## config.mk

```make
export PLATFORM = sky130hd
export DESIGN_NAME = i2s_rx
export DESIGN_NICKNAME = d
export VERILOG_FILES = /design/src/rtl/i2s_rx.sv
export SDC_FILE = /design/constraint.sdc
export NUM_CORES = 1
export LEC_CHECK = 0
export CAP_MARGIN = 40
export CORE_ASPECT_RATIO = 1.4
export CORE_MARGIN = 2
export CORE_UTILIZATION = 60
export DETAILED_ROUTE_END_ITERATION = 8
export DONT_BUFFER_PORTS = 1
export GPL_ROUTABILITY_DRIVEN = 0
export GPL_TIMING_DRIVEN = 0
export PLACE_DENSITY_LB_ADDON = 0.08
export SLEW_MARGIN = 40
export SYNTH_ARGS = -nofsm -noshare
export SYNTH_HDL_FRONTEND = slang
export SYNTH_SLANG_ARGS = --single-unit
```

## constraint.sdc

```tcl
create_clock -name clk_sys -period 2.61 [get_ports clk_sys]
set_clock_uncertainty 0.1 [all_clocks]
set_input_delay 0.261 -clock clk_sys [delete_from_list [all_inputs] [get_ports clk_sys]]
set_output_delay 0.261 -clock clk_sys [all_outputs]
set_load 0.05 [all_outputs]
```

## src/rtl/i2s_rx.sv

```systemverilog
// I2S slave receiver: deserialises BCK/LRCK/DATA into parallel left/right PCM pairs in clk_sys.
// Define I2S_RX_LJ_EN for left-justified framing; default build is Philips I2S (1-BCK data delay).
`timescale 1ns/1ps
module i2s_rx #(
  parameter int AUDIO_DW    = 16,
  parameter int SYNC_STAGES = 2,
  parameter int TIMEOUT     = 1023
) (
  input  logic                clk_sys,
  input  logic                reset,
  input  logic                i2s_bck,
  input  logic                i2s_lrck,
  input  logic                i2s_data,
  output logic [AUDIO_DW-1:0] left,
  output logic [AUDIO_DW-1:0] right,
  output logic                sample_valid,
  output logic                locked
);
  localparam int CNT_W = $clog2(AUDIO_DW + 1);
  localparam int WD_W  = $clog2(TIMEOUT + 1);

  typedef enum logic [1:0] {HUNT = 2'd0, ALIGN = 2'd1, RUN = 2'd2} state_t;

  state_t                 state_q, state_d;
  logic [SYNC_STAGES-1:0] bck_sync_q, bck_sync_d;
  logic [SYNC_STAGES-1:0] lrck_sync_q, lrck_sync_d;
  logic [SYNC_STAGES-1:0] data_sync_q, data_sync_d;
  logic                   bck_hist_q, bck_hist_d;
  logic                   lrck_prev_q, lrck_prev_d;
  logic [AUDIO_DW-1:0]    shift_q, shift_d;
  logic [AUDIO_DW-1:0]    pending_q, pending_d;
  logic [AUDIO_DW-1:0]    word_q, word_d;
  logic [AUDIO_DW-1:0]    left_q, left_d;
  logic [AUDIO_DW-1:0]    right_q, right_d;
  logic [CNT_W-1:0]       cnt_q, cnt_d;
  logic [WD_W-1:0]        wd_q, wd_d;
  logic                   emit_q, emit_d;
  logic                   valid_q, valid_d;
  logic                   s_bck, s_lrck, s_data;
  logic                   bck_rise, lr_edge, wd_expire;
  logic [AUDIO_DW-1:0]    captured, completed;

  always_comb begin
    bck_sync_d  = {bck_sync_q[SYNC_STAGES-2:0], i2s_bck};
    lrck_sync_d = {lrck_sync_q[SYNC_STAGES-2:0], i2s_lrck};
    data_sync_d = {data_sync_q[SYNC_STAGES-2:0], i2s_data};
    bck_hist_d  = bck_sync_q[SYNC_STAGES-1];
  end

  // Synchronisers are left unreset so a reset while BCK is high cannot fake a BCK rise.
  always_ff @(posedge clk_sys) begin
    bck_sync_q  <= bck_sync_d;
    lrck_sync_q <= lrck_sync_d;
    data_sync_q <= data_sync_d;
    bck_hist_q  <= bck_hist_d;
  end

  assign s_bck     = bck_sync_q[SYNC_STAGES-1];
  assign s_lrck    = lrck_sync_q[SYNC_STAGES-1];
  assign s_data    = data_sync_q[SYNC_STAGES-1];
  assign bck_rise  = s_bck & ~bck_hist_q;
  assign lr_edge   = s_lrck ^ lrck_prev_q;
  assign wd_expire = ~bck_rise & (wd_q == WD_W'(TIMEOUT - 1));

  // Bit k of a word lands at AUDIO_DW-1-k; a saturated count matches no position (truncate).
  generate
    for (genvar gi = 0; gi < AUDIO_DW; gi++) begin : g_cap
      assign captured[gi] = (cnt_q == CNT_W'(AUDIO_DW - 1 - gi)) ? s_data : shift_q[gi];
    end
  endgenerate

  always_ff @(posedge clk_sys) begin
    if (reset) state_q <= HUNT;
    else       state_q <= state_d;
  end

  always_comb begin
    state_d = state_q;
    if (wd_expire) begin
      state_d = HUNT;
    end else if (bck_rise && lr_edge) begin
      case (state_q)
        HUNT:    state_d = ALIGN;
        ALIGN:   state_d = RUN;
        default: state_d = RUN;
      endcase
    end
  end

  always_comb begin
    locked = (state_q == RUN);
  end

  always_comb begin
    shift_d     = shift_q;
    cnt_d       = cnt_q;
    lrck_prev_d = lrck_prev_q;
    pending_d   = pending_q;
    word_d      = word_q;
    emit_d      = 1'b0;
    wd_d        = wd_q + 1'b1;
    completed   = captured;
    if (wd_expire) begin
      shift_d   = '0;
      cnt_d     = '0;
      wd_d      = '0;
      pending_d = '0;
    end else if (bck_rise) begin
      wd_d        = '0;
      lrck_prev_d = s_lrck;
      if (state_q == HUNT) begin
        if (lr_edge) begin
`ifdef I2S_RX_LJ_EN
          shift_d = {s_data, {(AUDIO_DW-1){1'b0}}};
          cnt_d   = CNT_W'(1);
`else
          shift_d = '0;
          cnt_d   = '0;
`endif
        end
      end else if (lr_edge) begin
`ifdef I2S_RX_LJ_EN
        completed = shift_q;
        shift_d   = {s_data, {(AUDIO_DW-1){1'b0}}};
        cnt_d     = CNT_W'(1);
`else
        completed = captured;
        shift_d   = '0;
        cnt_d     = '0;
`endif
        if (lrck_prev_q) begin
          word_d = completed;
          emit_d = 1'b1;
        end else begin
          pending_d = completed;
        end
      end else begin
        shift_d = captured;
        cnt_d   = (cnt_q == CNT_W'(AUDIO_DW)) ? cnt_q : cnt_q + 1'b1;
      end
    end
  end

  // The pair is presented one cycle after the right word completes.
  always_comb begin
    left_d  = left_q;
    right_d = right_q;
    valid_d = emit_q;
    if (emit_q) begin
      left_d  = pending_q;
      right_d = word_q;
    end
  end

  always_ff @(posedge clk_sys) begin
    if (reset) begin
      lrck_prev_q <= 1'b0;
      shift_q     <= '0;
      pending_q   <= '0;
      word_q      <= '0;
      left_q      <= '0;
      right_q     <= '0;
      cnt_q       <= '0;
      wd_q        <= '0;
      emit_q      <= 1'b0;
      valid_q     <= 1'b0;
    end else begin
      lrck_prev_q <= lrck_prev_d;
      shift_q     <= shift_d;
      pending_q   <= pending_d;
      word_q      <= word_d;
      left_q      <= left_d;
      right_q     <= right_d;
      cnt_q       <= cnt_d;
      wd_q        <= wd_d;
      emit_q      <= emit_d;
      valid_q     <= valid_d;
    end
  end

  assign left         = left_q;
  assign right        = right_q;
  assign sample_valid = valid_q;
endmodule
```

==> results of run 1 <==
## final timing paths
check                    startpoint                      end
max           cnt_q[0]$_SDFFE_PP0P_  shift_q[5]$_SDFFE_PP0P_
min                           reset  sample_valid$_SDFF_PP0_
max reg2reg   cnt_q[0]$_SDFFE_PP0P_  shift_q[5]$_SDFFE_PP0P_
min reg2reg  lrck_sync_q[0]$_DFF_P_   lrck_sync_q[1]$_DFF_P_
## flip-flops by register name (all words and copies together), names as in the netlist
name,count
sample_valid,1
shift_q,16
word_q,16
pending_q,16
emit_q,1
lrck_prev_q,1
right,16
bck_hist_q,1
cnt_q,5
state_q,2
wd_q,10
left,16
lrck_sync_q,2
data_sync_q,2
bck_sync_q,2
## area by class of cell
| class | instances | area [um2] | share of cell area (%) |
|---|---|---|---|
| clock inverters | 3 | 45.0 | 0.990 |
| flip-flops and latches | 107 | 2140 | 47.1 |
| inverters | 7 | 26.3 | 0.578 |
| plain buffers | 33 | 148 | 3.25 |
| repair buffers | 3 | 30.0 | 0.660 |
| multi-input cells | 278 | 1870 | 41.1 |
| well taps | 95 | 119 | 2.61 |
| clock buffers | 13 | 169 | 3.71 |
## routing by layer
metal	track usage [%]	vias up	share of wire (%)
met2	38.5	58	52
met5	0	-	0
met3	4.30	15	3.8
met1	27.8	1425	42
met4	11.7	0	2.7
li1	-	1509	-
## cell usage after synthesis, types with 2 or more instances
cell type / number / area share (%)
a2bb2oi_1: 15 / 3.1
ha_1: 7 / 2.1
a211oi_1: 33 / 5.9
buf_2: 13 / 1.6
nor3_1: 5 / 0.60
a21o_1: 2 / 0.36
xor2_1: 3 / 0.63
nand2_1: 9 / 0.81
dfxtp_1: 107 / 51
nor4bb_1: 8 / 1.9
xnor2_1: 7 / 1.5
nand4_1: 2 / 0.30
nor2_1: 95 / 8.5
nand3_1: 13 / 1.6
a31oi_1: 3 / 0.45
inv_1: 7 / 0.63
nor4b_1: 4 / 0.84
or3_1: 3 / 0.45
a21oi_1: 5 / 0.60
mux2i_1: 48 / 11
clkbuf_1: 19 / 1.7
nor2b_1: 4 / 0.60
nand4b_1: 3 / 0.63
## worst max-delay path, cell delays in order (launching register included)
cell	delay [ns]
dfxtp_1	0.36
inv_1	0.11
ha_1	0.24
nor4bb_1	0.45
mux2i_1	0.39
a2bb2oi_1	0.24
nor2_1	0.05
## report_power, final
part | switching (mW) | total, mW | internal [mW]
clock | 0.533 | 1.05 | 0.522
sequential | 0.0145 | 1.66 | 1.65
combinational | 0.0727 | 0.106 | 0.0336
## cells in the final DEF, fill, tap and decap left out, types with 4 or more instances in the layout
cell	netlist	routed
dfxtp_1	107	107
nor2_1	95	95
mux2i_1	48	48
a211oi_1	33	33
clkbuf_1	19	20
a2bb2oi_1	15	15
nand3_1	13	13
buf_2	13	13
clkbuf_8	0	12
nand2_1	9	9
nor4bb_1	8	8
inv_1	7	7
xnor2_1	7	7
ha_1	7	7
nor3_1	5	5
a21oi_1	5	5
nor4b_1	4	4
## logic make-up after synthesis
kind of cell             after synthesis  synth area share (%)
AO/OA/AOI/OAI                         62                  11.2
XOR/XNOR                              10                  2.09
adder cells (fa/ha/maj)                7                  2.09
buffers and inverters                 40                  4.16
flip-flops                           107                  51.2
multiplexers                          48                  11.5
AND/OR/NAND/NOR                      151                  17.7
## stage by stage
stage | hold WS [ns] | util, % | power (mW)
after global placement | 0.189 | 62.8 | 1.80
final | 0.175 | 66.4 | 2.82
after detailed placement | 0.189 | 62.9 | 1.80
after CTS | 0.170 | 66.4 | 2.85
after floorplan | 0.189 | - | 1.77
after global routing | 0.203 | 66.4 | 2.92
==> metrics.cfg, run 1 <==
[run_status]
status = complete, no violations

[floorplan]
die_area_um2 = 7660
dieHeight_um = 103
fp-row-count = 36
start_util_pct = 61.1
dieWidth_um = 74.6
io_pins = 39
core_area_um2 = 6850

[flow_run]
drv_cap = 0

[placed_design]
hpwlAfterDp_um = 5970
dp_cells = 520
dpl-instance-area_um2 = 4300
pre_cts_slack_ns = 0.605
portBuffers = 0

[clocking]
clk_latency_ns = 0.38
clock-root-buffer = clkbuf_8
cts_inserted_buffers = 9
htreeDepth = 3
cts_sinks = 107
hold_buffers = 3
post_cts.repair.setup_buffers = 0
clkTransAtPathRegs_ns = 0.10
cts.path.max_buffers = 2
cts_tree = yes
cts_resized = 0

[final_layout]
area_growth_pct = 8.73
postLayoutCellArea_um2 = 4550
nets = 451
num-fill-cells = 592
final_cells = 539
num_antenna_cells = 0
drive_gt1_share_pct = 7.43

[worst_setup_path]
worstPathRequired_ns = 2.79
path_max_fanout = 5
critical_path_class = reg -> reg
startpoint_type = flip-flop
critPathArrivalTime_ns = 2.22
r2r.worst_path.cells = 6
timing.reg2reg.setup_slack_ns = 0.57
end_kind = flip-flop

[sta]
hold_viol_final = 0
max_slew_margin_pct = 55.0
min_period_over_period_pct = 78.2
rsz0062_at_grt = no
slew_viol_final = 0
final.min_clock_period_ns = 2.04
fin_tns_setup_ns = 0
worst_slack_ns = 0.568
setup_viol = 0
clock.fmax_mhz = 490
worst_slew_pin_slew_ns = 0.672

[synthesis]
netlist_area_um2 = 4180
synth_edf_count = 0
synth_area_per_cell_um2 = 9.84
yosysSeqAreaShare_pct = 51.2
ys.warnings.count = 0
ys_ff_latch = 107
synthCells = 425
synth_ff_type = dfxtp_1
async_reset_ff_share_pct = 0
synth_nets = 437
synth.distinct_cells = 33

[drt]
final_antenna_net_count = 0
wirelength_um = 8330
drc = 0
drtPass1Iterations = 6
via_count = 3007
via_per_inst = 5.58
drt_iter0_markers = 123
post_drt_wl_per_cell_um = 15.5

[pwr]
ir_drop_mv = 0.396
cellPowerDensity_nw_per_um2 = 621
p_leak_nw = 1.49

[global_route]
grt_pass1_wl_um = 13200
grt_use_total_pct = 23.0
grt_pass1_vias = 2731
grt_overflow = 0
grt_max_degree = 17
antenna_found_initial = 0

[hold_path]
hold_class = in -> reg
whs_path_depth = 2

No activity file was read; power rests on OpenSTA's default activity.
==> run 2, diff against run 1 <==
==> constraint.sdc (replaced) <==
create_clock -name clk_sys -period 2 [get_ports clk_sys]
set_clock_uncertainty 0.1 [all_clocks]
set_input_delay 0.2 -clock clk_sys [delete_from_list [all_inputs] [get_ports clk_sys]]
set_output_delay 0.2 -clock clk_sys [all_outputs]
set_load 0.05 [all_outputs]
==> run 2 against run 1 <==
  * Sequential cell count stayed put
  * Maximum frequency is 4.6% higher
  * Via count is 2.0% higher
  * Clock power is 31% higher
  * Non-clock buffer count is 10 higher
  * Critical path depth stayed put
  * Core utilization is 2.2 points higher
  * Total power is 31% higher
  * Highest routed layer unchanged
==> metrics.cfg, run 2 (synthesis results as in run 1) <==
[clocking]
cts.path.max_buffers = 2  ; unchanged
clock-root-buffer = clkbuf_8
cts_inserted_buffers = 9  ; unchanged
cts_tree = yes
clk_latency_ns = 0.37  ; about the same
htreeDepth = 3  ; unchanged
clkTransAtPathRegs_ns = 0.09  ; about the same
cts_sinks = 107  ; unchanged

[placed_design]
hpwlAfterDp_um = 5970  ; unchanged
dpl-instance-area_um2 = 4300  ; unchanged
portBuffers = 0  ; unchanged

[pwr]
ir_drop_mv = 0.526  ; +33%
cellPowerDensity_nw_per_um2 = 786  ; +27%
p_leak_nw = 1.56  ; +4.9%

[global_route]
grt_overflow = 0  ; unchanged
met2_usage_pct = 38.6  ; +0.068 points
grt_pass1_wl_um = 13200  ; about the same
grt_use_total_pct = 23.0  ; about the same
grt_pass1_vias = 2735  ; +0.15%
grtUsageMet1_pct = 27.8  ; unchanged
antenna_found_initial = 0  ; unchanged
grt_busiest_layer = met2
grtUsageMet3_pct = 4.30  ; unchanged
grt_max_degree = 17  ; unchanged

[run_status]
status = complete, no violations

[drt]
drc = 0  ; unchanged
via_count = 3066  ; +2.0%
drtPass1Iterations = 4  ; -2
via_per_inst = 5.58  ; +0.10%
final_antenna_net_count = 0  ; unchanged
drt_iter0_markers = 125  ; +1.6%
wirelength_um = 8570  ; +2.8%
post_drt_wl_per_cell_um = 15.6  ; +0.97%

[sta]
final.min_clock_period_ns = 1.95  ; -0.0892 ns
rsz0062_at_grt = yes
clock.fmax_mhz = 512  ; +4.6%
slew_viol_final = 0  ; unchanged
setup_viol = 0  ; unchanged
fin_tns_setup_ns = 0  ; unchanged
max_slew_margin_pct = 61.5  ; +6.4 points
min_period_over_period_pct = 97.6  ; +19 points
worst_slew_pin_slew_ns = 0.578  ; -0.0941 ns
hold_viol_final = 0  ; unchanged

[worst_setup_path]
worstPathRequired_ns = 2.15  ; -0.64 ns
path_max_fanout = 5  ; unchanged
critical_path_class = reg -> reg
end_kind = flip-flop
critPathArrivalTime_ns = 2.11  ; -0.11 ns
startpoint_type = flip-flop

[floorplan]
start_util_pct = 61.1  ; unchanged
die_area_um2 = 7660  ; unchanged
io_pins = 39  ; unchanged
fp-row-count = 36  ; unchanged
dieWidth_um = 74.6  ; unchanged
core_area_um2 = 6850  ; unchanged
dieHeight_um = 103  ; unchanged

[final_layout]
area_growth_pct = 12.4
layout_common_cells = dfxtp_1, nor2_1, mux2i_1
final_common_cell = dfxtp_1
num-fill-cells = 569  ; -3.9%
nets = 461  ; +2.2%
num_antenna_cells = 0  ; unchanged
drive_gt1_share_pct = 13.2  ; +5.8 points
postLayoutCellArea_um2 = 4700  ; +3.4%

[hold_path]
hold_class = in -> reg

[flow_run]
drv_cap = 0  ; unchanged

-- run 2: final cells by class --
| type | instances | area, um2 | area share (%) |
|---|---|---|---|
| Buffer | 33 | 153 | 3.25 |
| Inverter | 7 | 26.3 | 0.559 |
| Clock buffer | 13 | 169 | 3.59 |
| Clock inverter | 3 | 45.0 | 0.958 |
| Multi-Input combinational cell | 278 | 1940 | 41.3 |
| Tap cell | 95 | 119 | 2.53 |
| Timing Repair Buffer | 13 | 105 | 2.24 |
| Sequential cell | 107 | 2140 | 45.6 |
-- run 2: report_power, final --
group	switching (mW)	leakage [nW]	internal (mW)
clock network	0.694	0.102	0.682
logic	0.0986	0.593	0.0473
registers	0.0218	0.866	2.15
-- run 2: final timing paths --
kind                     startpoint                       end  slack [ns]  cells past startpoint
max           cnt_q[0]$_SDFFE_PP0P_  shift_q[13]$_SDFFE_PP0P_        0.05                      6
min                           reset   sample_valid$_SDFF_PP0_        0.12                      2
max reg2reg   cnt_q[0]$_SDFFE_PP0P_  shift_q[13]$_SDFFE_PP0P_        0.05                      6
min reg2reg  lrck_sync_q[0]$_DFF_P_    lrck_sync_q[1]$_DFF_P_        0.23                      0
-- run 2: layer usage --
layer  wire length (um)  vias up
li1                   -     1541
met1               3580     1455
met2               4510       57
met3                289       13
met4                184        0
met5                  0        -
-- run 2: timing repair --
| item | CTS | global route |
|---|---|---|
| endpoints found under the setup margin | 1 | 29 |
| resized for setup | 1 | 21 |
| hold endpoints to repair | 3 | 0 |
| hold buffers | 3 | 0 |
| setup buffers | 0 | 10 |
-- run 2: critical path: stages (launching register included) --
cell	delay [ns]
dfxtp_1	0.36
inv_1	0.11
ha_1	0.24
nor4b_1	0.36
mux2i_1	0.38
a2bb2oi_1	0.23
nor2_1	0.05
-- run 2: through the flow --
| step | cells | setup WS [ns] | power (mW) | utilization [%] | hold WS (ns) |
|---|---|---|---|---|---|
| final | 549 | 0.0473 | 3.69 | 68.7 | 0.125 |
| after global routing | 549 | -0.0752 | 3.82 | 68.7 | 0.142 |
| after CTS | 539 | 0.0185 | 3.72 | 66.5 | 0.109 |
| after detailed placement | 520 | -0.00492 | 2.35 | 62.9 | 0.128 |
| after global placement | 520 | 0.0596 | 2.35 | 62.8 | 0.128 |
| after floorplan | 425 | 0.314 | 2.31 | - | 0.128 |
==> run 3, diff against run 2 <==
--- a/config.mk
+++ b/config.mk
@@ -14,6 +14,7 @@
 export GPL_ROUTABILITY_DRIVEN = 0
 export GPL_TIMING_DRIVEN = 0
 export PLACE_DENSITY_LB_ADDON = 0.08
+export RECOVER_POWER = 100
 export SLEW_MARGIN = 40
 export SYNTH_ARGS = -nofsm -noshare
 export SYNTH_HDL_FRONTEND = slang
==> constraint.sdc (replaced) <==
create_clock -name clk_sys -period 2.27 [get_ports clk_sys]
set_clock_uncertainty 0.1 [all_clocks]
set_input_delay 0.227 -clock clk_sys [delete_from_list [all_inputs] [get_ports clk_sys]]
set_output_delay 0.227 -clock clk_sys [all_outputs]
set_load 0.05 [all_outputs]
==> run 3 against run 2 <==
  * Cell count fell by 1.8%
  * Final area shrank 3.8%
  * Register-to-register slack gained 0.16 ns
  * Clock power is 12% lower
  * Setup slack gained 0.16 ns
  * Highest routed layer unchanged
  * Critical endpoint is now pending_q[0]$_SDFFE_PP0P_
  * Total power is 12% lower
  * Sequential share of layout area grew 1.7 points
==> metrics.cfg, run 3 (synthesis results as in run 1) <==
[drt]
drc = 0  ; unchanged
post_drt_wl_per_cell_um = 15.5  ; -0.83%
via_count = 3014  ; -1.7%
drt_iter0_markers = 160  ; +28%
via_per_inst = 5.59  ; +0.13%
wirelength_um = 8340  ; -2.6%
final_antenna_net_count = 0  ; unchanged
drtPass1Iterations = 6  ; +2

[final_layout]
drive_gt1_share_pct = 5.86  ; -7.4 points
num_antenna_cells = 0  ; unchanged
nets = 451  ; -2.2%
final_common_cell = dfxtp_1
area_growth_pct = 8.17
num-fill-cells = 593  ; +4.2%
layout_common_cells = dfxtp_1, nor2_1, mux2i_1
final_util_pct = 66.1  ; -2.6 points

[sta]
final.min_clock_period_ns = 2.07  ; +0.113 ns
rsz0062_at_grt = no
hold_viol_final = 0  ; unchanged
min_period_over_period_pct = 91.0  ; -6.6 points
whs_ns = 0.140  ; +0.0155 ns
fin_tns_setup_ns = 0  ; unchanged
worst_slew_pin_slew_ns = 0.925  ; +0.347 ns
worst_slack_ns = 0.204  ; +0.157 ns
max_slew_margin_pct = 38.2  ; -23 points
slew_viol_final = 0  ; unchanged
setup_viol = 0  ; unchanged
clock.fmax_mhz = 484  ; -5.5%

[floorplan]
die_area_um2 = 7660  ; unchanged
start_util_pct = 61.1  ; unchanged
core_area_um2 = 6850  ; unchanged
dieHeight_um = 103  ; unchanged
io_pins = 39  ; unchanged
fp-row-count = 36  ; unchanged
dieWidth_um = 74.6  ; unchanged

[clocking]
cts_resized = 0  ; -1
clkTransAtPathRegs_ns = 0.09  ; about the same
cts_tree = yes
cts.path.max_buffers = 2  ; unchanged
cts_inserted_buffers = 9  ; unchanged
cts_sinks = 107  ; unchanged
htreeDepth = 3  ; unchanged
clk_latency_ns = 0.38  ; about the same
clock-root-buffer = clkbuf_8

[worst_setup_path]
worstPathRequired_ns = 2.41  ; +0.26 ns
max_stage_delay_ns = 0.60  ; +0.22 ns
critical_path_class = reg -> reg
path_max_fanout = 10  ; +5
timing.reg2reg.setup_slack_ns = 0.20  ; +0.16 ns
r2r.worst_path.cells = 5  ; -1
path_cells = nand2b_4 -> buf_6 -> nor4_1 -> clkbuf_1 -> a211oi_1
crit_slowest_cell = nor4_1
startpoint_type = flip-flop
worstReg2RegStart = bck_sync_q[1]$_DFF_P_
critPathArrivalTime_ns = 2.20  ; +0.09 ns
r2r-end = pending_q[0]$_SDFFE_PP0P_
end_kind = flip-flop

[hold_path]
hold_start = reset
hold_class = in -> reg
whs_path_depth = 2  ; unchanged
hold_end = sample_valid$_SDFF_PP0_

[placed_design]
portBuffers = 0  ; unchanged
hpwlAfterDp_um = 5970  ; unchanged
pre_cts_slack_ns = 0.265  ; +0.270 ns

[global_route]
grt_pass1_vias = 2731  ; -0.15%
grt_overflow = 0  ; unchanged
grt_pass1_wl_um = 13200  ; about the same
grt_use_total_pct = 23.0  ; about the same
grt_max_degree = 17  ; unchanged
antenna_found_initial = 0  ; unchanged

[pwr]
ir_drop_mv = 0.455  ; -14%
total_power_mw = 3.25  ; -12%
cellPowerDensity_nw_per_um2 = 717  ; -8.7%
p_leak_nw = 1.46  ; -6.4%

[flow_run]
drv_cap = 0  ; unchanged

[run_status]
status = complete, no violations

run 3: changes by cell type in the layout (fill, tap and decap cells not counted), sizes merged:
| cell | previous run | this run |
|---|---|---|
| buf | 24 | 8 |
| clkbuf | 32 | 38 |
run 3: critical path, delay by kind of cell (launching register included):
kind                   cells  cell delay [ns]
AO/OA/AOI/OAI              1             0.15
flip-flops                 1             0.40
AND/OR/NAND/NOR            2             0.66
buffers and inverters      2             0.62
run 3: cell type report:
cell class	count	area (um2)	area share, %
Buffer	33	141	3.13
Clock buffer	13	169	3.73
Clock inverter	3	45.0	0.996
Inverter	7	26.3	0.581
Multi-Input combinational cell	278	1850	40.9
Sequential cell	107	2140	47.3
Tap cell	95	119	2.63
Timing Repair Buffer	3	30.0	0.664
run 3: stage by stage:
step | area [um2] | instances
after global placement | 4300 | 520
after global routing | 4520 | 539
after floorplan | 4180 | 425
final | 4520 | 539
after CTS | 4550 | 539
after detailed placement | 4300 | 520
run 3: power by group:
part / leakage [nW] / switching, mW / internal (mW)
logic: 0.494 / 0.0824 / 0.0377
registers: 0.865 / 0.0160 / 1.89
clock network: 0.102 / 0.614 / 0.601
run 3: layer usage:
layer | routed length [um] | global-route usage [%]
met1 | 3490 | 27.8
met5 | 0 | 0
met4 | 284 | 11.7
met3 | 349 | 4.30
met2 | 4220 | 38.5
run 3: worst max path at each step:
stage	startpoint	to	cells past startpoint
after CTS	cnt_q[0]$_SDFFE_PP0P_	shift_q[5]$_SDFFE_PP0P_	6
final	bck_sync_q[1]$_DFF_P_	pending_q[0]$_SDFFE_PP0P_	5
after floorplan	bck_hist_q$_DFF_P_	cnt_q[3]$_SDFFE_PP0P_	6
after global routing	bck_hist_q$_DFF_P_	pending_q[0]$_SDFFE_PP0P_	5
after global placement	cnt_q[0]$_SDFFE_PP0P_	shift_q[7]$_SDFFE_PP0P_	6
after detailed placement	cnt_q[0]$_SDFFE_PP0P_	shift_q[5]$_SDFFE_PP0P_	6
run 3: timing repair:
action                                 4_1_cts  5_1_grt
endpoints found under the hold margin        3        0
buffers inserted                             0        0
hold buffers                                 3        0
